[src/rtl/seq_shift_unit.sv]
// Multi-cycle shift/rotate unit: one bit position per clock, valid/ready on both sides,
// result returned with carry, zero, overflow and illegal-opcode flags.
module seq_shift_unit #(
  parameter int WIDTH   = 8,
  parameter int SHAMT_W = 3
) (
  input  logic               clk,
  input  logic               rst_n,
  input  logic               in_valid,
  output logic               in_ready,
  input  logic [WIDTH-1:0]   A,
  input  logic [2:0]         opc,
  input  logic [SHAMT_W-1:0] amt,
  output logic               out_valid,
  input  logic               out_ready,
  output logic [WIDTH-1:0]   out,
  output logic               carry,
  output logic               zero,
  output logic               ovf,
  output logic               err
);

  localparam int N = WIDTH - 1;
  localparam logic [SHAMT_W-1:0] CNT_ONE = SHAMT_W'(1);

  localparam logic [2:0] OP_ROTL = 3'd0;
  localparam logic [2:0] OP_SLA  = 3'd1;
  localparam logic [2:0] OP_SRA  = 3'd2;
  localparam logic [2:0] OP_SRL  = 3'd3;
  localparam logic [2:0] OP_ROTR = 3'd4;

  typedef enum logic [1:0] {
    IDLE  = 2'd0,
    SHIFT = 2'd1,
    DONE  = 2'd2
  } state_t;

  state_t               state_r, state_nxt_s;
  logic [WIDTH-1:0]     work_r, work_nxt_s;
  logic [SHAMT_W-1:0]   count_r, count_nxt_s;
  logic [2:0]           opc_r, opc_nxt_s;
  logic                 carry_r, carry_nxt_s;
  logic                 zero_r, zero_nxt_s;
  logic                 ovf_r, ovf_nxt_s;
  logic                 err_r, err_nxt_s;
  logic                 illegal_s;

  assign illegal_s = (opc > OP_ROTR);

  // State register
  always_ff @(posedge clk or negedge rst_n) begin
    if (!rst_n) begin
      state_r <= IDLE;
    end else begin
      state_r <= state_nxt_s;
    end
  end

  // Next-state and datapath next values; the opcode is held in opc_r so later input changes are ignored
  always_comb begin
    state_nxt_s = state_r;
    work_nxt_s  = work_r;
    count_nxt_s = count_r;
    opc_nxt_s   = opc_r;
    carry_nxt_s = carry_r;
    zero_nxt_s  = zero_r;
    ovf_nxt_s   = ovf_r;
    err_nxt_s   = err_r;
    case (state_r)
      IDLE: begin
        if (in_valid) begin
          work_nxt_s  = A;
          opc_nxt_s   = opc;
          count_nxt_s = amt;
          carry_nxt_s = 1'b0;
          ovf_nxt_s   = 1'b0;
          err_nxt_s   = illegal_s;
          zero_nxt_s  = (A == '0);
          state_nxt_s = (illegal_s || (amt == '0)) ? DONE : SHIFT;
        end else begin
          state_nxt_s = IDLE;
        end
      end
      SHIFT: begin
        case (opc_r)
          OP_ROTL: begin
            work_nxt_s  = {work_r[N-1:0], work_r[N]};
            carry_nxt_s = work_r[N];
          end
          OP_SLA: begin
            work_nxt_s  = {work_r[N-1:0], 1'b0};
            carry_nxt_s = work_r[N];
            ovf_nxt_s   = ovf_r | (work_r[N] ^ work_r[N-1]);
          end
          OP_SRA: begin
            work_nxt_s  = {work_r[N], work_r[N:1]};
            carry_nxt_s = work_r[0];
          end
          OP_SRL: begin
            work_nxt_s  = {1'b0, work_r[N:1]};
            carry_nxt_s = work_r[0];
          end
          OP_ROTR: begin
            work_nxt_s  = {work_r[0], work_r[N:1]};
            carry_nxt_s = work_r[0];
          end
          default: begin
            work_nxt_s  = work_r;
            carry_nxt_s = carry_r;
          end
        endcase
        zero_nxt_s  = (work_nxt_s == '0);
        count_nxt_s = count_r - CNT_ONE;
        if (count_r == CNT_ONE) begin
          state_nxt_s = DONE;
        end else begin
          state_nxt_s = SHIFT;
        end
      end
      DONE: begin
        if (out_ready) begin
          state_nxt_s = IDLE;
        end else begin
          state_nxt_s = DONE;
        end
      end
      default: begin
        state_nxt_s = IDLE;
      end
    endcase
  end

  // Working register, count and flags
  always_ff @(posedge clk or negedge rst_n) begin
    if (!rst_n) begin
      work_r  <= '0;
      count_r <= '0;
      opc_r   <= 3'd0;
      carry_r <= 1'b0;
      zero_r  <= 1'b0;
      ovf_r   <= 1'b0;
      err_r   <= 1'b0;
    end else begin
      work_r  <= work_nxt_s;
      count_r <= count_nxt_s;
      opc_r   <= opc_nxt_s;
      carry_r <= carry_nxt_s;
      zero_r  <= zero_nxt_s;
      ovf_r   <= ovf_nxt_s;
      err_r   <= err_nxt_s;
    end
  end

  assign in_ready  = (state_r == IDLE);
  assign out_valid = (state_r == DONE);
  assign out       = work_r;
  assign carry     = carry_r;
  assign zero      = zero_r;
  assign ovf       = ovf_r;
  assign err       = err_r;

endmodule
[config.mk]
export PLATFORM = sky130hd
export DESIGN_NAME = seq_shift_unit
export DESIGN_NICKNAME = d
export VERILOG_FILES = /design/src/rtl/seq_shift_unit.sv
export SDC_FILE = /design/constraint.sdc
export NUM_CORES = 1
export LEC_CHECK = 0
export ABC_AREA = 1
export CORE_MARGIN = 2
export CORE_UTILIZATION = 48
export DETAILED_ROUTE_END_ITERATION = 7
export GPL_ROUTABILITY_DRIVEN = 0
export PLACE_DENSITY = 0.77
export SLEW_MARGIN = 5
export SYNTH_ARGS = -nofsm -noshare
export SYNTH_HDL_FRONTEND = slang
export SYNTH_SLANG_ARGS = --single-unit
[constraint.sdc]
create_clock -name clk -period 1.7 [get_ports clk]
set_input_delay 0.17 -clock clk [delete_from_list [all_inputs] [get_ports clk]]
set_output_delay 0.17 -clock clk [all_outputs]
set_load 0.01 [all_outputs]
* Yosys cells after proc, flatten, opt, wreduce, memory -nomap -nowiden
Cells that the tools add are included.
** Operators by class
- $add $sub $neg :: 1
- Order comparisons :: 1
- Eq/ne operators :: 10
- Muxes and demuxes :: 18
- Bitwise operators :: 2
- Reduce and logical (&&, ||, !) cells :: 13
** Operator list (count)
- $pmux W8 S5 :: 1
- $logic_not A8 Y1 :: 2
- $mux W8 :: 2
- $pmux W8 S2 :: 1
- $mux W2 :: 4
- $pmux W1 S2 :: 4
- $eq A3 B1 Y1 const B :: 2
- $eq A3 B2 Y1 const B :: 2
- $logic_not A3 Y1 :: 2
- $pmux W2 S3 :: 1
- $pmux W3 S2 :: 1
- $reduce_and A3 Y1 :: 2
- $reduce_and A2 Y1 :: 2
- $eq A3 B3 Y1 const B :: 1
- $gt A3 B3 Y1 const B :: 1
- $mux W1 :: 3
- $mux W3 :: 1
- $ne A3 B3 Y1 const B :: 1
- $reduce_or A3 Y1 :: 1
- $sub A3 B1 Y3 const B :: 1
- $eq A2 B1 Y1 const B :: 1
- $eq A2 B2 Y1 const B :: 1
- $logic_not A2 Y1 :: 1
- $ne A2 B1 Y1 const B :: 1
- other kinds (6) :: 6
** Storage, ports and cells
- Register bits :: 20
- Input bits :: 18
- Logic and storage cells :: 53

* Depth between registers and ports, before layout
Gate-level depths: netlist of run 1.
- Depth in word-level cells :: 5
- Gate-level depth with buffers :: 11
- Depth with buffers taken out :: 11

* Least setup slack after synthesis of run 1
Ideal clock, no wire load.
- Kind :: register to register
- Start point :: reg state_r[1]
- End point :: reg zero_r (netlist: zero)
- Setup time :: 0.115 ns
- Arrival time :: 1.174 ns
- Required time :: 1.585 ns
- Path slack :: 0.410 ns
- Stages on the path, launching flop included :: 10
- Period minus slack after synthesis :: 1.290 ns
- Cell sequence :: dfrtp_1 > inv_1 > nand2_1 > nor2_2 > nor2_1 > inv_1 > buf_4 > nand2_1 > nor2_1 > nor2_1
** Between the ends
- Cells in the longest elaborated chain, start to end :: 3
** Ends and longest elaborated chain
- start, declared :: RTL line 38 : state_t state_r, state_nxt_s;
- start signal, assigned :: RTL line 55 : state_r <= state_nxt_s;
- $eq A2 B1 Y1 or $logic_not A2 Y1 (tied branches) :: RTL line 69 : case (state_r)
- $reduce_bool A2 Y1 (no line) or $ne A2 B2 Y1 (tied branches)
- $reduce_and A2 Y1 (no line)
- end signal, assigned :: RTL line 148 : zero_r <= zero_nxt_s;
- end, declared :: RTL line 43 : logic zero_r, zero_nxt_s;
Several ways; a longest one is shown, not always the timed one.
A chain may end at the register's enable or synchronous reset.

* Worst setup path in the final report of run 1
- Start point :: reg state_r[0]
- End point :: out out_valid
** Between the ends
- Cells in the longest elaborated chain, start to end :: 1
** Ends and longest elaborated chain
- $eq A2 B2 Y1 :: RTL line 155 : assign out_valid = (state_r == DONE);
- end, declared :: RTL line 14 : output logic out_valid,
No other way between the ends.

==> reports/qor.yml, run 1 <==
status:
  run_status: "finished clean"
sta:
  skew_ns: 0.00670
  maxSlewViolCount: 0
  worstMarginPinSlew_ns: 0.327
  slew-limit-headroom: 0.782
  rsz0062_at_grt: "no"
  period_share: 0.930
  max_clock_freq_ghz: 0.632
  setup_violations: 0
  holdWs_ns: 0.181
  finalHoldViolCount: 0
  fin_ws_ns: 0.118
  tns_ns: 0
  fin_crit_ns: 1.58
placement:
  portBuffers: 31
  dp_hpwl_um: 2590
  dp_slack_ns: 0.166
routing:
  routed_wirelength_um: 3220
  drt_iter0_drc: 39
  postRouteAntennaNets: 0
  num_vias: 1313
  viasPerCell: 5.36
  drtPass1Iterations: 4
  route.detailed.drc: 0
  wl_per_cell_um: 13.2
clock_network:
  cts_hold_buf: 0
  cts_buffer_depth: 2
  h-tree-depth: 1
  clock_sinks: 20
  cts-root-buf: "clkbuf_4"
  cts_tree: "done"
  numCtsBuffers: 3
  insertion_delay_ns: 0.31
  path_clk_slew_ns: 0.12
cells_and_area:
  final_common_cell: "nand2_1"
  diodes: 0
  fin_util: 0.677
  mostFrequentLayoutCells: "nand2_1 (53), clkdlybuf4s50_1 (30), inv_1 (25), nor2_1 (20), dfrtp_1 (20)"
  nNetsFinal: 236
  areaGrowthSynthToFinish_pct: 34.5
  layout-drive-gt1-share: 0.0837
synthesis:
  ys_top_cells_by_area: "dfrtp_1 (40%), nand2_1 (16%), inv_1 (7.6%), nor2_1 (6.1%), nand3_1 (4.5%)"
  synthesis.area_um2: 1240
  synth.top_cell.area_share: 0.405
  synthCells: 178
  yosysSeqAreaShare: 0.405
  syn_nets: 198
  yosysUniqueCellTypes: 26
  avgSynthCellArea_um2: 6.94
  synth_warnings: 0
  ys_ff_latch: 20
  synth.largest_area_cell: "dfrtp_1"
job:
  cap_violations: 0
power_and_ir_drop:
  combinationalPowerShare: 0.620
  clkPwrFrac: 0.115
  p_per_area_nw_per_um2: 2090
  vdd_drop_max_mv: 1.28
  leakage_nw: 0.831
  seqPwrFrac: 0.265
  switching_share: 0.464
  p_int_mw: 1.87
  p_total_mw: 3.48
  p_sw_mw: 1.62
min_path:
  hp-class: "in2async"
setup_path:
  start_kind: "flip-flop"
  crit_type: "reg2out"
  critPathCaptureType: "output pin"
  cp_max_fo: 2
  arrival_ns: 1.41
  crit_required_ns: 1.53
  r2r_slack_ns: 0.15
die:
  dieWidth_um: 54.8
  die_h_um: 54.8
  ioPinCount: 32
  start_util: 0.504
  coreArea_um2: 2450
  num_rows: 18
  dieArea_um2: 3000
global_routing:
  grt_antenna_before_repair: 0
  first_global_vias: 1260
  grt_util_all_layers: 0.255
  grt_max_degree: 21
  overflow: 0
  grt_pass1_wl_um: 5400
==> cell families after synthesis <==
family	count (synthesis)	share of synthesized area
XOR/XNOR	1	0.00709
flip-flops	20	0.405
buffers and inverters	31	0.0992
AO/OA/AOI/OAI	30	0.147
AND/OR/NAND/NOR	94	0.322
adder cells (fa/ha/maj)	2	0.0202
==> cell usage after synthesis <==
master / n
o211ai_1: 1
dfrtp_1: 20
nor2_2: 2
nor4_1: 1
nand2_4: 2
nand2_2: 1
inv_1: 25
clkbuf_1: 1
o221ai_1: 2
o31ai_1: 1
a21oi_1: 8
ha_1: 2
nor2_1: 20
nand2_1: 53
buf_2: 2
o21a_1: 1
o22ai_1: 7
a41oi_1: 1
buf_4: 1
o21ai_0: 8
nand3_1: 11
or2_2: 1
nor3_1: 3
inv_2: 2
a221oi_1: 1
xor2_1: 1
==> flip-flops by register name, summed over array words and instances, names as in the netlist <==
signal and flops:
carry 1, state_r 2, zero 1, out 8, opc_r 3, ovf 1
err 1, count_r 3
==> per-stage QoR <==
step | instance area [µm²] | cells
3_5_place_dp | 1610 | 241
6_report | 1660 | 245
2_1_floorplan | 1240 | 178
5_1_grt | 1660 | 245
3_3_place_gp | 1610 | 241
4_1_cts | 1660 | 245
==> power by group through the flow <==
| stage | clock [mW] | sequential [mW] | combinational, mW |
|---|---|---|---|
| 6_report | 0.399 | 0.924 | 2.16 |
| 5_1_grt | 0.428 | 0.950 | 2.44 |
| 4_1_cts | 0.405 | 0.923 | 2.16 |
| 3_5_place_dp | 0 | 0.934 | 2.14 |
| 3_3_place_gp | 0 | 0.918 | 2.11 |
| 2_1_floorplan | 0 | 0.962 | 1.33 |
==> layer usage <==
metal / vias up / GRT usage / part of all wire
li1: 646 / - / -
met1: 618 / 0.314 / 0.42
met2: 45 / 0.433 / 0.51
met3: 4 / 0.0383 / 0.047
met4: 0 / 0.121 / 0.016
met5: - / 0 / 0
==> final timing paths <==
| kind | start | end | cells after the start |
|---|---|---|---|
| max in group asynchronous | rst_n | count_r[0]$_DFFE_PN0P_ | 2 |
| worst min register to register | err$_DFFE_PN0P_ | err$_DFFE_PN0P_ | 2 |
| worst max register to register | opc_r[1]$_DFFE_PN0P_ | zero$_DFFE_PN0P_ | 11 |
| worst min-delay path | rst_n | opc_r[1]$_DFFE_PN0P_ | 2 |
| worst max-delay path | state_r[0]$_DFF_PN0_ | out_valid | 2 |
| min in group clk | opc[2] | opc_r[2]$_DFFE_PN0P_ | 3 |
==> final cells by class <==
class | count | area (µm²)
fill | 221 | 792
multi-input combinational | 127 | 613
sequential | 20 | 500
timing repair buffer | 37 | 358
inverter | 27 | 101
tap | 30 | 37.5
clock inverter | 1 | 30.0
clock buffer | 3 | 22.5
==> critical path, cell delays in order (launching register included) <==
cell,delay (ns)
dfrtp_1,0.40
nor2_1,0.14
clkdlybuf4s50_1,0.56
==> what timing repair did <==
| item | in CTS | in global routing |
|---|---|---|
| resized for setup | 0 | 1 |
| setup endpoints to repair | 0 | 1 |
| buffers inserted | 0 | 0 |
(Power assumes the default switching activity.)
==> inputs of run 2 (changes only) <==
CTS_BUF_LIST = sky130_fd_sc_hd__clkbuf_16   (was not set)
==> run 2 against run 1 <==
  * Clock skew down 0.0038 ns
  * Die area did not move
  * Core utilization is 2.0 points higher
  * Sequential power hardly changed
  * Critical path depth grew 9
  * Clock power rose by 63%
  * Critical path type is now reg2reg
==> reports/qor.yml, run 2 (synthesis gave the netlist of run 1 again) <==
status:
  run_status: "finished clean"  # unchanged
setup_path:
  critPathCapture: "zero$_DFFE_PN0P_"  # was out_valid
  r2r_slack_ns: 0.15  # about the same
  cp_max_fo: 9  # was 2
  cp_cell_sequence: "inv_2, nand2_4, nand2_2, inv_2, nand2_1, nand2_1, nor2_1, nand2_1, nor2_1, nor2_1, nor2_1"  # was nor2_1, clkdlybuf4s50_1
  critPathCaptureType: "flip-flop"  # was output pin
  rr_endpoint: "zero$_DFFE_PN0P_"  # unchanged
  crit_required_ns: 1.89  # was 1.53 ns
  start_kind: "flip-flop"  # unchanged
  crit_type: "reg2reg"  # was reg2out
  slowest_delay_ns: 0.41  # was 0.56 ns
  r2r_start: "opc_r[1]$_DFFE_PN0P_"  # unchanged
  cpMostUsedCell: "nor2_1"
  r2r_cells: 11  # unchanged
  arrival_ns: 1.74  # was 1.41 ns
  startpoint: "opc_r[1]$_DFFE_PN0P_"  # was state_r[0]$_DFF_PN0_
  cp_slowest_cell: "dfrtp_1"  # was clkdlybuf4s50_1
cells_and_area:
  areaGrowthSynthToFinish_pct: 38.6  # was 34.5%
  instances_no_fill: 245  # unchanged
  final_common_cell: "nand2_1"  # unchanged
  largest_reg_flops: 8  # unchanged
  nNetsFinal: 236  # unchanged
  mostFrequentLayoutCells: "nand2_1 (53), clkdlybuf4s50_1 (31), inv_1 (25), nor2_1 (20), dfrtp_1 (20)"  # was nand2_1 (53), clkdlybuf4s50_1 (30), inv_1 (25), nor2_1 (20), dfrtp_1 (20)
  layout-drive-gt1-share: 0.0837  # unchanged
  num-fill-cells: 214  # was 221
  final_area_um2: 1710  # was 1660 µm²
  fin_util: 0.698  # was 0.677
  diodes: 0  # unchanged
clock_network:
  numCtsBuffers: 3  # unchanged
  insertion_delay_ns: 0.25  # was 0.31 ns
  path_clk_slew_ns: 0.06  # was 0.12 ns
  cts_tree: "done"  # unchanged
  h-tree-depth: 1  # unchanged
  cts_hold_buf: 0  # unchanged
  post-cts-setup-buffers: 0  # unchanged
  clock_sinks: 20  # unchanged
  cts-root-buf: "clkbuf_16"  # was clkbuf_4
  cts_buffer_depth: 2  # unchanged
  cts_resized: 0  # unchanged
sta:
  tns_ns: 0  # unchanged
  fin_crit_ns: 1.55  # was 1.58 ns
  rsz0062_at_grt: "no"  # unchanged
  finalHoldViolCount: 0  # unchanged
  period_share: 0.911  # was 0.930
  max_clock_freq_ghz: 0.645  # was 0.632 GHz
  maxSlewViolCount: 0  # unchanged
  holdWs_ns: 0.260  # was 0.181 ns
  skew_ns: 0.00288  # was 0.00670 ns
  setup_violations: 0  # unchanged
  fin_ws_ns: 0.151  # was 0.118 ns
  worstMarginPinSlew_ns: 0.330  # was 0.327 ns
  slew-limit-headroom: 0.780  # was 0.782
die:
  dieArea_um2: 3000  # unchanged
  coreArea_um2: 2450  # unchanged
  ioPinCount: 32  # unchanged
  start_util: 0.504  # unchanged
  num_rows: 18  # unchanged
  dieWidth_um: 54.8  # unchanged
  die_h_um: 54.8  # unchanged
routing:
  num_vias: 1328  # was 1,313
  drt_iter0_drc: 39  # unchanged
  drtPass1Iterations: 6  # was 4
  wl_per_cell_um: 13.7  # was 13.2 µm
  routed_wirelength_um: 3350  # was 3220 µm
  viasPerCell: 5.42  # was 5.36
  postRouteAntennaNets: 0  # unchanged
  route.detailed.drc: 0  # unchanged
placement:
  portBuffers: 31  # unchanged
  place_area_um2: 1610  # unchanged
  dp_hpwl_um: 2590  # unchanged
  dp_slack_ns: 0.166  # unchanged
  place_inst: 241  # unchanged
power_and_ir_drop:
  leakage_nw: 0.845  # was 0.831 nW
  vdd_drop_max_mv: 1.45  # was 1.28 mV
  p_total_mw: 3.76  # was 3.48 mW
  p_per_area_nw_per_um2: 2200  # was 2090 nW/µm²
global_routing:
  grt_antenna_before_repair: 0  # unchanged
  grt_util_all_layers: 0.258  # was 0.255
  use_met1: 0.317  # was 0.314
  overflow: 0  # unchanged
  top_usage_layer: "met2"  # unchanged
  first_global_vias: 1274  # was 1,260
  grt_pass1_wl_um: 5430  # was 5400 µm
  grt_max_degree: 21  # unchanged
  gr-usage-met3: 0.0383  # unchanged
  grt_use_met2: 0.435  # was 0.433
min_path:
  hp-class: "in2async"  # unchanged
job:
  cap_violations: 0  # unchanged
## run 2: cell types whose count changed in the layout (fill, tap and decap cells not counted), sizes merged
cell,delta
dlymetal6s2s,-1
clkdlybuf4s50,+1
## run 2: worst min-delay path by stage
stage / startpoint / endpoint / cells after the start
6_report: rst_n / opc_r[1]$_DFFE_PN0P_ / 2
4_1_cts: rst_n / opc_r[1]$_DFFE_PN0P_ / 2
2_1_floorplan: rst_n / carry$_DFFE_PN0P_ / 0
3_3_place_gp: err$_DFFE_PN0P_ / err$_DFFE_PN0P_ / 2
5_1_grt: rst_n / opc_r[2]$_DFFE_PN0P_ / 2
3_5_place_dp: err$_DFFE_PN0P_ / err$_DFFE_PN0P_ / 2
## run 2: power breakdown
group / switching [mW] / internal (mW) / total [mW]
registers: 0.203 / 0.724 / 0.927
clock network: 0.183 / 0.467 / 0.650
logic: 1.28 / 0.910 / 2.19
total: 1.66 / 2.10 / 3.76
## run 2: metal layers
layer | share of wire | up-vias
li1 | - | 646
met1 | 0.43 | 611
met2 | 0.50 | 62
met3 | 0.047 | 9
met4 | 0.022 | 0
met5 | 0 | -
## run 2: area by class of cell
| class | instances | area (µm²) | area share |
|---|---|---|---|
| clock buffers | 3 | 75.1 | 0.0438 |
| inverters | 27 | 101 | 0.0592 |
| multi-input cells | 127 | 613 | 0.358 |
| clock inverters | 1 | 30.0 | 0.0175 |
| flip-flops and latches | 20 | 500 | 0.292 |
| repair buffers | 37 | 355 | 0.207 |
| well taps | 30 | 37.5 | 0.0219 |
## run 2: worst max-delay path, delay by kind of cell, from the launching register on
| family | cells | cell delay, ns |
|---|---|---|
| buffers and inverters | 2 | 0.24 |
| AND/OR/NAND/NOR | 9 | 0.84 |
| flip-flops | 1 | 0.41 |
